--- src/rtl/uart_rx_if.sv ---
// Serial-receive bundle: oversampling tick and line in, received word and status out.
// The master side drives the line and tick; the slave side is the receiver.
interface uart_rx_if #(
    parameter int N_DATA       = 8,
    parameter int PARITY_CHECK = 0
);
    logic                             i_tick;
    logic                             i_rx;
    logic [N_DATA+PARITY_CHECK-1:0]   o_rx_data;
    logic                             o_rx_done;
    logic                             o_parity_err;
    logic                             o_frame_err;

    modport master (
        output i_tick, i_rx,
        input  o_rx_data, o_rx_done, o_parity_err, o_frame_err
    );

    modport slave (
        input  i_tick, i_rx,
        output o_rx_data, o_rx_done, o_parity_err, o_frame_err
    );
endinterface

--- src/rtl/uart_rx.sv ---
// 16x-oversampled UART receiver with optional even parity and configurable stop length.
// The line is resynchronised, sampled at mid-bit, and the word is published on a done pulse.
module uart_rx #(
    parameter int N_DATA       = 8,
    parameter int PARITY_CHECK = 0,
    parameter int N_STOP_TICKS = 16
) (
    input  logic     i_clk,
    input  logic     i_rst,
    uart_rx_if.slave bus
);
    localparam int              W_OUT     = N_DATA + PARITY_CHECK;
    localparam int              W_BIT     = (N_DATA > 1) ? $clog2(N_DATA) : 1;
    localparam logic [3:0]      STOP_LAST = 4'(N_STOP_TICKS - 1);
    localparam logic [W_BIT-1:0] BIT_LAST = W_BIT'(N_DATA - 1);

    typedef enum logic [2:0] {
        S_IDLE,
        S_START,
        S_DATA,
        S_PARITY,
        S_STOP
    } state_t;

    state_t             r_state, w_state_nxt;
    logic [1:0]         r_sync;
    logic               w_rx_s;
    logic [3:0]         r_tick_cnt, w_tick_cnt_nxt;
    logic [W_BIT-1:0]   r_bit_cnt, w_bit_cnt_nxt;
    logic [N_DATA-1:0]  r_shift, w_shift_nxt;
    logic               r_par_bit, w_par_bit_nxt;
    logic [W_OUT-1:0]   r_rx_data, w_rx_data_nxt, w_word;
    logic               r_rx_done, w_rx_done_nxt;
    logic               r_parity_err, w_parity_err_nxt;
    logic               r_frame_err, w_frame_err_nxt;

    assign w_rx_s = r_sync[1];

    generate
        if (PARITY_CHECK != 0) begin : g_par_word
            assign w_word = {r_par_bit, r_shift};
        end else begin : g_plain_word
            assign w_word = r_shift;
        end
    endgenerate

    always_comb begin
        // NOTE: every signal gets its hold value first so no path through the case infers a latch.
        w_state_nxt      = r_state;
        w_tick_cnt_nxt   = r_tick_cnt;
        w_bit_cnt_nxt    = r_bit_cnt;
        w_shift_nxt      = r_shift;
        w_par_bit_nxt    = r_par_bit;
        w_rx_data_nxt    = r_rx_data;
        w_parity_err_nxt = r_parity_err;
        w_rx_done_nxt    = 1'b0;
        w_frame_err_nxt  = 1'b0;

        case (r_state)
            S_IDLE: begin
                if (!w_rx_s) begin
                    w_state_nxt    = S_START;
                    w_tick_cnt_nxt = '0;
                end
            end
            S_START: begin
                if (bus.i_tick) begin
                    if (r_tick_cnt == 4'd7) begin
                        // A line that is high again at mid start bit was only a glitch.
                        w_state_nxt    = w_rx_s ? S_IDLE : S_DATA;
                        w_tick_cnt_nxt = '0;
                        w_bit_cnt_nxt  = '0;
                    end else begin
                        w_tick_cnt_nxt = r_tick_cnt + 4'd1;
                    end
                end
            end
            S_DATA: begin
                if (bus.i_tick) begin
                    if (r_tick_cnt == 4'd15) begin
                        w_shift_nxt    = {w_rx_s, r_shift[N_DATA-1:1]};
                        w_tick_cnt_nxt = '0;
                        w_bit_cnt_nxt  = r_bit_cnt + 1'b1;
                        if (r_bit_cnt == BIT_LAST)
                            w_state_nxt = (PARITY_CHECK != 0) ? S_PARITY : S_STOP;
                    end else begin
                        w_tick_cnt_nxt = r_tick_cnt + 4'd1;
                    end
                end
            end
            S_PARITY: begin
                if (bus.i_tick) begin
                    if (r_tick_cnt == 4'd15) begin
                        w_par_bit_nxt  = w_rx_s;
                        w_tick_cnt_nxt = '0;
                        w_state_nxt    = S_STOP;
                    end else begin
                        w_tick_cnt_nxt = r_tick_cnt + 4'd1;
                    end
                end
            end
            S_STOP: begin
                if (bus.i_tick) begin
                    if (r_tick_cnt == STOP_LAST) begin
                        w_state_nxt    = S_IDLE;
                        w_tick_cnt_nxt = '0;
                        if (w_rx_s) begin
                            w_rx_done_nxt    = 1'b1;
                            w_rx_data_nxt    = w_word;
                            w_parity_err_nxt = (PARITY_CHECK != 0) ? ((^r_shift) ^ r_par_bit) : 1'b0;
                        end else begin
                            w_frame_err_nxt = 1'b1;
                        end
                    end else begin
                        w_tick_cnt_nxt = r_tick_cnt + 4'd1;
                    end
                end
            end
            default: w_state_nxt = S_IDLE;
        endcase
    end

    // NOTE: registers update with non-blocking assignments so every flop samples pre-edge values.
    always_ff @(posedge i_clk) begin
        if (i_rst) begin
            r_sync       <= 2'b11;
            r_state      <= S_IDLE;
            r_tick_cnt   <= '0;
            r_bit_cnt    <= '0;
            r_shift      <= '0;
            r_par_bit    <= 1'b0;
            r_rx_data    <= '0;
            r_rx_done    <= 1'b0;
            r_parity_err <= 1'b0;
            r_frame_err  <= 1'b0;
        end else begin
            r_sync       <= {r_sync[0], bus.i_rx};
            r_state      <= w_state_nxt;
            r_tick_cnt   <= w_tick_cnt_nxt;
            r_bit_cnt    <= w_bit_cnt_nxt;
            r_shift      <= w_shift_nxt;
            r_par_bit    <= w_par_bit_nxt;
            r_rx_data    <= w_rx_data_nxt;
            r_rx_done    <= w_rx_done_nxt;
            r_parity_err <= w_parity_err_nxt;
            r_frame_err  <= w_frame_err_nxt;
        end
    end

    assign bus.o_rx_data    = r_rx_data;
    assign bus.o_rx_done    = r_rx_done;
    assign bus.o_parity_err = r_parity_err;
    assign bus.o_frame_err  = r_frame_err;
endmodule

--- src/flat_wrapper.sv ---
// flat-port wrapper written by rule: the top's interface ports become plain ports
module uart_rx_flat 
#(
    parameter int N_DATA       = 8,
    parameter int PARITY_CHECK = 0,
    parameter int N_STOP_TICKS = 16
)
  (i_clk, i_rst, bus_i_tick, bus_i_rx, bus_o_rx_data, bus_o_rx_done, bus_o_parity_err, bus_o_frame_err);
  uart_rx_if #(.N_DATA(N_DATA), .PARITY_CHECK(PARITY_CHECK)) bus_i ();
  input  logic i_clk;
  input  logic i_rst;
  input wire logic [$bits(bus_i.i_tick)-1:0] bus_i_tick;
  input wire logic [$bits(bus_i.i_rx)-1:0] bus_i_rx;
  output wire logic [$bits(bus_i.o_rx_data)-1:0] bus_o_rx_data;
  output wire logic [$bits(bus_i.o_rx_done)-1:0] bus_o_rx_done;
  output wire logic [$bits(bus_i.o_parity_err)-1:0] bus_o_parity_err;
  output wire logic [$bits(bus_i.o_frame_err)-1:0] bus_o_frame_err;
  assign bus_i.i_tick = bus_i_tick;
  assign bus_i.i_rx = bus_i_rx;
  assign bus_o_rx_data = bus_i.o_rx_data;
  assign bus_o_rx_done = bus_i.o_rx_done;
  assign bus_o_parity_err = bus_i.o_parity_err;
  assign bus_o_frame_err = bus_i.o_frame_err;
  uart_rx #(.N_DATA(N_DATA), .PARITY_CHECK(PARITY_CHECK), .N_STOP_TICKS(N_STOP_TICKS)) u_core (.i_clk(i_clk), .i_rst(i_rst), .bus(bus_i));
endmodule
--- config.mk ---
export PLATFORM = sky130hd
export DESIGN_NAME = uart_rx_flat
export DESIGN_NICKNAME = d
export VERILOG_FILES = /design/src/rtl/uart_rx_if.sv /design/src/rtl/uart_rx.sv /design/src/flat_wrapper.sv
export SDC_FILE = /design/constraint.sdc
export NUM_CORES = 1
export LEC_CHECK = 0
export ABC_CLOCK_PERIOD_IN_PS = 4400
export CAP_MARGIN = 10
export CORE_ASPECT_RATIO = 1.5
export CORE_UTILIZATION = 58
export CTS_CLUSTER_DIAMETER = 120
export CTS_CLUSTER_SIZE = 14
export DETAILED_ROUTE_END_ITERATION = 10
export PLACE_DENSITY = 0.82
export SYNTH_ARGS = -nofsm -noshare
export SYNTH_HDL_FRONTEND = slang
export SYNTH_SLANG_ARGS = --single-unit
--- constraint.sdc ---
create_clock -name i_clk -period 4.4 [get_ports i_clk]
set_clock_uncertainty 0.2 [all_clocks]
set_input_delay 0.44 -clock i_clk [delete_from_list [all_inputs] [get_ports i_clk]]
set_output_delay 0.44 -clock i_clk [all_outputs]
set_load 0.01 [all_outputs]
Word level (Yosys, flattened, before mapping)
Cells that the tools add are included.
Widths: inputs -> output; s select.
{"block": "totals", "input_bits": 4, "register_bits": 30, "word_cells": 66}
{"block": "classes", "n_addsub": 2, "eq_ne": 18, "bitwise": 3, "muxes": 25, "reduce_logical": 10}
{"cell": "$mux 3", "count": 14}
{"cell": "$mux 4", "count": 5}
{"cell": "$pmux 3 s5", "count": 1}
{"cell": "$ne 2x1->1 const B", "count": 6}
{"cell": "$pmux 4 s3", "count": 1}
{"cell": "$ne 2x2->1 const B", "count": 5}
{"cell": "$reduce_and 10->1", "count": 1}
{"cell": "$reduce_and 4->1", "count": 2}
{"cell": "$eq 3x2->1 const B", "count": 2}
{"cell": "$eq 3x3->1 const B", "count": 2}
{"cell": "$pmux 3 s2", "count": 1}
{"cell": "$reduce_and 5->1", "count": 1}
{"cell": "$add 4x1->4 const B", "count": 1}
{"cell": "$eq 4x3->1 const B", "count": 1}
{"cell": "$eq 4x4->1 const B", "count": 1}
{"cell": "$reduce_or 4->1", "count": 1}
{"cell": "$add 3x1->3 const B", "count": 1}
{"cell": "$eq 3x1->1 const B", "count": 1}
{"cell": "$logic_not 3->1", "count": 1}
{"cell": "$not 1->1", "count": 3}
{"cell": "$reduce_and 3->1", "count": 1}
{"cell": "$reduce_bool 3->1", "count": 1}
{"cell": "$reduce_or 3->1", "count": 1}
{"cell": "$mux 1", "count": 2}
{"cell": "other kinds (2)", "count": 2}

Longest topological paths before layout
{"block": "depth", "ltp_word": 5, "mapped_depth": 7, "depth_no_buf": 6}

Worst setup path before layout
OpenSTA, ideal clock, no wires.
{"block": "synth_timing", "kind": "register to register", "from": "reg u_core.r_tick_cnt[0]", "to": "reg u_core.r_state[2]", "required_time_ps": 4130, "t_arrival_ps": 1546, "setup_ps": 70, "path_stages_with_launch": 7, "setup_slack_ps": 2583, "synth_period_minus_slack_ps": 1817, "path_buffers": 0, "path_cell_list": "dfxtp_1 ha_1 and4bb_1 o21ai_1 o2111a_2 or4_1 a21oi_1"}
{"block": "synth_between", "elab_chain_cells": 3, "word_cells_on_any_way": 7, "classes_between": "eq/ne: 6; reduce/logical: 1"}
{"item": "start: declaration", "line": "uart_rx.sv:28", "text": "logic [3:0] r_tick_cnt, w_tick_cnt_nxt;"}
{"item": "start signal: assignment", "line": "uart_rx.sv:139", "text": "r_tick_cnt <= w_tick_cnt_nxt;"}
{"item": "$eq 4x4->1 or $eq 4x3->1 (tied branches)"}
{"item": "$ne 2x1->1 (no source line)"}
{"item": "$reduce_and 10->1 (no source line) (*)"}
{"item": "end signal: assignment", "line": "uart_rx.sv:138", "text": "r_state <= w_state_nxt;"}
{"item": "end: declaration", "line": "uart_rx.sv:25", "text": "state_t r_state, w_state_nxt;"}
Mark *: on every way between the ends. The rest lies on a longest branch, timed or not.
A chain may end at the register's enable or synchronous reset.

Worst setup path in the final report
{"block": "layout_timing", "from": "reg u_core.r_tick_cnt[0]", "to": "reg u_core.r_rx_data[0], in the netlist u_core.bus.o_rx_data[0]"}
{"block": "layout_between", "elab_chain_cells": 2}
{"item": "$eq 4x4->1", "line": "uart_rx.sv:104", "text": "if (r_tick_cnt == STOP_LAST) begin"}
{"item": "$reduce_and 4->1 (no source line)"}
{"item": "end signal: assignment", "line": "uart_rx.sv:143", "text": "r_rx_data <= w_rx_data_nxt;"}
{"item": "end: declaration", "line": "uart_rx.sv:32", "text": "logic [W_OUT-1:0] r_rx_data, w_rx_data_nxt, w_word;"}
No other way between the ends.

==> summary.txt <==
Floorplan
  – CORE AREA: 2230 um2
  – Io pins: 15
  – Die Wd: 41.8 um
  – Die Y: 61.6 um
  – Starting Density: 61.6%
  – Area of the die: 2570 um2
  – Rows: 21

Logic synthesis
  – Synth Instances: 156
  – Top post-synthesis cells by area: dfxtp_1 44%, a21oi_1 6.2%, mux2i_1 5.8%
  – Yosys cell types: 39
  – Post-synth EDFFs: 0
  – Yosys top cell by area: dfxtp_1
  – Synth Net Count: 163
  – Mapped cell area: 1380 um2
  – Post-synth top flop: dfxtp_1
  – Seq/Total Area, Yosys: 43.7%
  – Ys Warns: 0
  – Syn avg cell area: 8.81 um2
  – Synth async-reset ratio: 0%
  – #FFs+latches synth: 30
  – Post-synth top area share: 43.7%

Hold path
  – Hold crit path type: reg -> reg

Cells and area
  – Fraction of layout cells with a size suffix above 1: 7.23%
  – Post-layout util: 68.8%
  – Area Growth Syn to Fin: 11.7%
  – Final net count: 173
  – Diodes inserted: 0

Power
  – Net Sw Frac: 22.8%
  – Cell Int Power: 429 uW
  – Combinational Power Share: 9.0%
  – Clk pwr share: 39.9%
  – Worst vdd ir: 0.284 mV
  – Power density of the placed cells: 361 nW/um2
  – Psw: 126 uW
  – Static Leakage: 0.637 nW
  – Flop pwr share: 51.2%

Setup path
  – Startpoint types: flip-flop
  – Crit path kind: reg -> reg
  – Crit. End Element: flip-flop
  – Crit path max fanout: 8
  – Arrival time of the worst setup path: 2.07 ns
  – Crit path required time: 4.38 ns

Outcome
  – Status: completed

Drt
  – WL final: 2500 um
  – Via-to-Cell Ratio: 5.82
  – DR iter-0 viols: 11
  – DRC: 0
  – ANT nets after route: 0
  – Drt pass-1 iters: 6
  – Routed len/inst: 13.2 um
  – Vias after detailed routing: 1100

Placement
  – Gpl congestion: 0.758
  – DP HPWL: 1740 um
  – Port buffer count: 13

STA
  – # setup viols final: 0
  – Achievable clock frequency: 479 MHz
  – Minimum clock period: 2.09 ns
  – Slew Viols, Final: 0
  – RSZ-0062 raised after global routing: false
  – Final Hold Viols: 0
  – Slew headroom: 33.6%
  – Final period util: 47.5%
  – Total negative slack: 0 ns
  – Worst slew pin tran: 0.994 ns

Global routing
  – GRT Residual Overflow: 0
  – Total track usage: 21.7%
  – First-pass GRT wire length: 4120 um
  – Pin count of the biggest net entering global routing: 31
  – Vias in the first global route: 1000
  – Initial antenna violation count: 0

Clocking
  – Clk buf depth: 2
  – Hold-fix buffers, CTS: 0
  – # Post-CTS Setup Buffers: 0
  – Insertion delay of the later-clocked pin in the worst-skew pair: 0.33 ns
  – Clk slew on worst S/H paths: 0.09 ns
  – Clk root buf: clkbuf_4
  – Cts repair resizes: 0
  – CTS HTree Levels: 2
  – TritonCTS Buffers: 5
  – Total clock sinks: 30
  – CTS tree: yes

Job
  – Max-Cap Viols: 0
[flip-flops by register name (all words and copies together) (netlist names)]
name                    flops
u_core.r_sync               2
u_core.r_tick_cnt           4
u_core.r_shift              8
u_core.r_state              3
u_core.r_bit_cnt            3
u_core.bus.o_rx_done        1
u_core.bus.o_rx_data        8
u_core.bus.o_frame_err      1
[synthesized netlist by cell type (2+ instances only)]
| cell | count |
|---|---|
| mux2i_1 | 8 |
| nand2_1 | 20 |
| buf_6 | 2 |
| nor2_1 | 16 |
| clkbuf_1 | 3 |
| ha_1 | 3 |
| or4_1 | 2 |
| or2_1 | 2 |
| buf_4 | 2 |
| o21ai_0 | 3 |
| a21oi_1 | 17 |
| dfxtp_1 | 30 |
| inv_1 | 3 |
| nand2b_1 | 5 |
| o211a_1 | 2 |
| nor2b_1 | 2 |
| nor3_1 | 3 |
| buf_2 | 2 |
| and3_1 | 2 |
| nand3b_1 | 2 |
| or2_2 | 2 |
| nand3_1 | 7 |
| nand4_1 | 2 |
[per-layer routing]
metal	vias up	share of wire, %	track usage [%]
li1	552	-	-
met4	0	2.5	12.9
met5	-	0	0
met1	522	42	20.7
met2	19	52	41.5
met3	7	3.5	6.16
[cells in the final DEF, fill, tap and decap left out, drive strengths merged, types with 3 or more instances in the layout]
master,n
or2,4
clkbuf,6
a21oi,17
nor3,3
nand2b,5
nand3,7
o21ai,4
inv,3
ha,3
dfxtp,30
clkdlybuf4s50,13
nand2,20
mux2i,8
nor2,17
[critical path, cell delays in order, from the launching register on]
cell and delay, ns:
dfxtp_1 0.38, ha_1 0.24, and3_1 0.24, nand4_1 0.14, or2_1 0.42, mux2i_1 0.24
nor2_1 0.07
[per-stage QoR]
stage	area (um2)	hold slack, ns	total power, mW	worst slack (ns)	instances
global route	1540	0.251	0.579	2.16	189
CTS	1540	0.230	0.562	2.31	189
floorplan	1380	0.189	0.338	2.58	156
finish	1540	0.229	0.555	2.31	189
global placement	1460	0.195	0.338	2.10	182
detailed placement	1460	0.206	0.339	2.03	182
[cell type report]
class / instances / area [um2]
flip-flops and latches: 30 / 601
fillers: 188 / 697
multi-input cells: 113 / 684
well taps: 23 / 28.8
clock buffers: 6 / 51.3
inverters: 3 / 11.3
repair buffers: 13 / 130
clock inverters: 1 / 30.0
[final timing paths]
check                            start                 endpoint  slack (ns)  cells past startpoint
setup / recovery  u_core.r_tick_cnt[0]  u_core.bus.o_rx_data[0]        2.31                      6
hold reg to reg       u_core.r_sync[0]         u_core.r_sync[1]        0.23                      1
hold / removal        u_core.r_sync[0]         u_core.r_sync[1]        0.23                      1
setup reg to reg  u_core.r_tick_cnt[0]  u_core.bus.o_rx_data[0]        2.31                      6
[power groups by stage]
stage | combinational (mW) | sequential, mW | clock, mW
after floorplan | 0.0544 | 0.284 | 0
after global placement | 0.0482 | 0.290 | 0
after detailed placement | 0.0493 | 0.290 | 0
after CTS | 0.0496 | 0.284 | 0.229
after global routing | 0.0553 | 0.285 | 0.238
final | 0.0497 | 0.284 | 0.221
[logic make-up after synthesis]
kind of cell	after synthesis	share of synthesized area, %
compound gates	29	12.7
flops	30	43.7
buf+inv	13	6.55
fa+ha+maj	3	2.73
xor+xnor	1	0.637
simple gates	71	27.6
other cells	1	0.273
mux	8	5.82
No activity file was read; power rests on OpenSTA's default activity.
